[config.mk]
export PLATFORM = sky130hd
export DESIGN_NAME = trigger_sequencer
export DESIGN_NICKNAME = d
export VERILOG_FILES = /design/src/rtl/trigger_sequencer.sv
export SDC_FILE = /design/constraint.sdc
export NUM_CORES = 1
export LEC_CHECK = 0
export CAP_MARGIN = 30
export CORE_MARGIN = 2
export CORE_UTILIZATION = 51
export DETAILED_ROUTE_END_ITERATION = 12
export PLACE_DENSITY = 0.75
export SLEW_MARGIN = 20
export SYNTH_ARGS = -nofsm -noshare
export SYNTH_HDL_FRONTEND = slang
export SYNTH_SLANG_ARGS = --single-unit
[constraint.sdc]
create_clock -name clk -period 2.85 [get_ports clk]
set_clock_uncertainty 0.2 [all_clocks]
set_input_delay 0.7125 -clock clk [delete_from_list [all_inputs] [get_ports clk]]
set_output_delay 0.7125 -clock clk [all_outputs]
set_load 0.03 [all_outputs]
[src/rtl/trigger_sequencer.sv]
// trigger_sequencer: synchronised multi-channel edge trigger with settle,
// refresh and debounce lockout. Define TRIG_AUTOREPEAT_EN for auto-repeat.
module trigger_sequencer #(
  parameter int CHANNELS        = 6,
  parameter int CNT_W           = 13,
  parameter int SETTLE_CYCLES   = 16,
  parameter int DEBOUNCE_CYCLES = 8176,
  parameter int REPEAT_CYCLES   = 8000
) (
  input  logic                clk,
  input  logic                reset,
  input  logic [CHANNELS-1:0] trigger,
  input  logic [1:0]          edge_mode,
  output logic                inc_clk,
  output logic                ref_clk,
  output logic [CHANNELS-1:0] chan_mask,
  output logic                busy,
  output logic                repeat_evt
);

  typedef enum logic [1:0] {
    READY,
    SETTLE,
    REFRESH,
    DEBOUNCE
  } state_t;

  localparam logic [CNT_W-1:0] SET_LAST =
    CNT_W'(SETTLE_CYCLES - 1);
  localparam logic [CNT_W-1:0] DEB_LAST =
    CNT_W'(DEBOUNCE_CYCLES - 1);

  if (CHANNELS < 1 ||
      SETTLE_CYCLES < 1 ||
      SETTLE_CYCLES >= 2**CNT_W ||
      DEBOUNCE_CYCLES < 1 ||
      DEBOUNCE_CYCLES >= 2**CNT_W ||
      REPEAT_CYCLES < 1 ||
      REPEAT_CYCLES >= 2**CNT_W) begin : g_param_chk
    $error("trigger_sequencer: parameter out of range");
  end

  state_t              state, state_nx;
  logic [CNT_W-1:0]    cnt, cnt_nx;
  logic [CHANNELS-1:0] q1, s, p;
  logic [CHANNELS-1:0] hit, held;
  logic [CHANNELS-1:0] mask_nx;
  logic                inc_nx, ref_nx;
  logic                rpt_fire;

  assign busy = (state != READY);
  assign held = s & chan_mask;

  // two-flop synchroniser per channel
  always_ff @(posedge clk) begin
    if (reset) begin
      q1 <= '0;
      s  <= '0;
    end else begin
      q1 <= trigger;
      s  <= q1;
    end
  end

  // previous sample frozen while busy so edges during lockout are held
  always_ff @(posedge clk) begin
    if (reset) begin
      p <= '0;
    end else if (state == READY) begin
      p <= s;
    end
  end

  // edge qualification; reserved mode falls back to rising
  always_comb begin
    unique case (edge_mode)
      2'b01:   hit = ~s & p;
      2'b10:   hit = s ^ p;
      default: hit = s & ~p;
    endcase
  end

`ifdef TRIG_AUTOREPEAT_EN
  localparam logic [CNT_W-1:0] RPT_LAST =
    CNT_W'(REPEAT_CYCLES - 1);

  logic [CNT_W-1:0] rpt;

  assign rpt_fire = (state == READY) &&
                    (hit == '0) &&
                    (held != '0) &&
                    (rpt == RPT_LAST);

  // counts READY cycles with a held masked channel and no new edge
  always_ff @(posedge clk) begin
    if (reset) begin
      rpt <= '0;
    end else if (state != READY || hit != '0 ||
                 held == '0 || rpt_fire) begin
      rpt <= '0;
    end else begin
      rpt <= rpt + CNT_W'(1);
    end
  end

  // repeat flag accompanies the inc pulse of a repeat event
  always_ff @(posedge clk) begin
    if (reset) begin
      repeat_evt <= 1'b0;
    end else begin
      repeat_evt <= rpt_fire;
    end
  end
`else
  assign rpt_fire   = 1'b0;
  assign repeat_evt = 1'b0;
`endif

  // state, counter and output pulse registers
  always_ff @(posedge clk) begin
    if (reset) begin
      state     <= READY;
      cnt       <= '0;
      inc_clk   <= 1'b0;
      ref_clk   <= 1'b0;
      chan_mask <= '0;
    end else begin
      state     <= state_nx;
      cnt       <= cnt_nx;
      inc_clk   <= inc_nx;
      ref_clk   <= ref_nx;
      chan_mask <= mask_nx;
    end
  end

  // next-state, counter and pulse decode
  always_comb begin
    state_nx = state;
    cnt_nx   = cnt;
    inc_nx   = 1'b0;
    ref_nx   = 1'b0;
    mask_nx  = chan_mask;
    unique case (state)
      READY: begin
        if (hit != '0 || rpt_fire) begin
          state_nx = SETTLE;
          inc_nx   = 1'b1;
          cnt_nx   = '0;
          mask_nx  = (hit != '0) ? hit : held;
        end
      end
      SETTLE: begin
        if (cnt == SET_LAST) begin
          state_nx = REFRESH;
          ref_nx   = 1'b1;
          cnt_nx   = '0;
        end else begin
          cnt_nx = cnt + CNT_W'(1);
        end
      end
      REFRESH: begin
        state_nx = DEBOUNCE;
        cnt_nx   = '0;
      end
      DEBOUNCE: begin
        if (cnt == DEB_LAST) begin
          state_nx = READY;
        end else begin
          cnt_nx = cnt + CNT_W'(1);
        end
      end
      default: state_nx = READY;
    endcase
  end

endmodule
==> impl_metrics.tcl <==
set metrics [dict create \
    yosys_warnings 0 \
    die_h_um 69.4 \
    post-route-util_pct 66.9 \
    hold_violations 0 \
    antenna_found_initial 0 \
    ant_nets 0 \
    irDropWorstVdd_uv 381 \
    cts_tree "built" \
    postSynthNetCount 276 \
    drive_gt1_share_pct 18.4 \
    syn_area_sq_mm 0.00218 \
    crit_type "in2reg" \
    antenna-diode-count 0 \
    netlist_instances 246 \
    grt-ovfl-total 0 \
    die-area_sq_mm 0.00482 \
    crit_fanout 7 \
    drt_iter0_markers 136 \
    maxSlewHeadroom_pct 58.6 \
    ys_seq_elements 41 \
    synth_cell_types 47 \
    start_util_pct 53.8 \
    vias 1781 \
    powerDensity_mw_per_mm2 723 \
    cts-root-buf "clkbuf_8" \
    ios 20 \
    grt_use_total_pct 19.3 \
    vias_per_cell 5.45 \
    ys_top_cells_by_area "dfxtp_1 38%, ha_1 11%, nor2b_1 5.2%" \
    fin_cells 327 \
    p_leak_nw 1.03 \
    crit_required_ps 2850 \
    synth_commonest_cells "41 x dfxtp_1, 22 x inv_1, 22 x nand2_1" \
    synth_edf_count 0 \
    cap_violations 0 \
    setup_viol 0 \
    layout.nets 306 \
    cp_top_family "simple AND/OR/NAND/NOR gates" \
    slew_violations 0 \
    yosysTopAreaCell "dfxtp_1" \
    worst_pin_slew_ps 621 \
    end_kind "flip-flop" \
    seq_area_frac_synth_pct 37.6 \
    timing.fmax_ghz 0.361 \
    clk_pin_slew_ps 80 \
    clk_latency_ps 300 \
    yosysMostFrequentCell "dfxtp_1" \
    cts_buffer_depth 2 \
    die_w_um 69.4 \
    remaining_drc_errors 0 \
    postSynthAreaPerCell_sq_um 8.88 \
    status "completed" \
    grt_first_pass_wirelength_um 7650 \
    clock_sinks 41 \
    finalWirelength_um 4470 \
    start_kind "primary input" \
    post-route-min-period_ps 2770 \
    grt_pass1_vias 1669 \
    h-tree-depth 2 \
    path_cells "clkdlybuf4s15_1, ha_4, nor2b_4, a31oi_2, or4_1, buf_6, or2_4, a211o_1, o41ai_2" \
    power.total_w 0.00196 \
    ys.flop_type "dfxtp_1" \
    dpl.hpwl_um 3010 \
    gp_congestion 0.875 \
    period_share_pct 97.2 \
    core_area_sq_mm 0.00406 \
    rows 23 \
    post-place-cells 318 \
    grt_max_degree 21 \
    setup_slack_ps 80.3 \
    path_buf_inv 2 \
    nFillCells 310 \
    hold_ws_ps 239 \
    hold_class "reg2reg" \
    synth_top_area_share_pct 37.6 \
    place_ws_ps -508 \
    syn_to_final_growth_pct 24.3 \
    routedWlPerCell_um 13.7 \
    numCtsBuffers 5 \
    slowest_stage "or4_1" \
    critPathArrivalTime_ps 2770 \
    port_buffers 18 \
    drt-pass1-iter-count 4 \
    async_reset_ff_share_pct 0 \
    max_stage_delay_ps 560 \
]
-- report_power, final --
part | leakage, nW | switching, W | internal [W] | total, W
combinational | 0.640 | 0.000451 | 0.000355 | 0.000806
sequential | 0.335 | 0.0000407 | 0.000633 | 0.000673
clock | 0.0543 | 0.000220 | 0.000262 | 0.000482
total | 1.03 | 0.000712 | 0.00125 | 0.00196
-- metal layers --
metal  vias up  track usage (%)  part of all wire (%)
met2        34             31.2                    47
li1        904                -                     -
met4         0             5.88                   1.3
met1       838             25.8                    48
met5         -                0                     0
met3         5             4.36                   3.7
-- timing repair --
action | in CTS | in global routing
buffers inserted | 1 | 0
endpoints found under the setup margin | 22 | 17
hold buffers | 0 | 0
pin swaps | 5 | 7
gates resized for setup | 10 | 14
-- cells by family after synthesis --
logic type	after synthesis	share of synthesized area, %
other cells	1	0.172
fa+ha+maj	20	11.5
simple gates	97	24.2
flops	41	37.6
mux	6	2.75
compound gates	45	16.8
buf+inv	36	7.05
-- state kept, by name (all words and copies together), names as in the netlist --
register   flops
s              6
cnt           13
chan_mask      6
ref_clk        1
q1             6
p              6
state          2
inc_clk        1
-- layout make-up --
type | count | area (sq um) | share of cell area (%)
clock inverters | 3 | 46.3 | 1.71
multi-input cells | 169 | 1300 | 48.0
inverters | 24 | 92.6 | 3.41
clock buffers | 5 | 68.8 | 2.54
flip-flops and latches | 41 | 821 | 30.2
repair buffers | 35 | 319 | 11.8
well taps | 50 | 62.6 | 2.31
-- cells in the final DEF, fill, tap and decap left out, drive strengths merged, types with 3 or more instances in the layout --
master and count:
a21oi 11, a31oi 6, and2 3, buf 17
clkbuf 6, clkdlybuf4s50 16, dfxtp 41, ha 20
inv 23, mux2i 6, nand2 22, nand3 10
nand4 5, nor2 15, nor2b 18, o211ai 3
o21ai 6, o31ai 5, o32ai 3, or2b 5
or3 3, or4 4
-- metrics by stage --
step,TNS [ps],area [sq um]
floorplan,0,2200
global placement,-8650,2510
detailed placement,-9620,2510
CTS,0,2650
global route,-9.89,2710
finish,0,2710
-- path summary, 6_finish.rpt --
path,from,end,slack [ps],cells past startpoint
setup / recovery,edge_mode[1],cnt[11],80,9
setup reg to reg,s[2],cnt[7],200,9
hold / removal,q1[3],s[3],240,1
hold reg to reg,q1[3],s[3],240,1
Power figures use the tool's default switching activity.
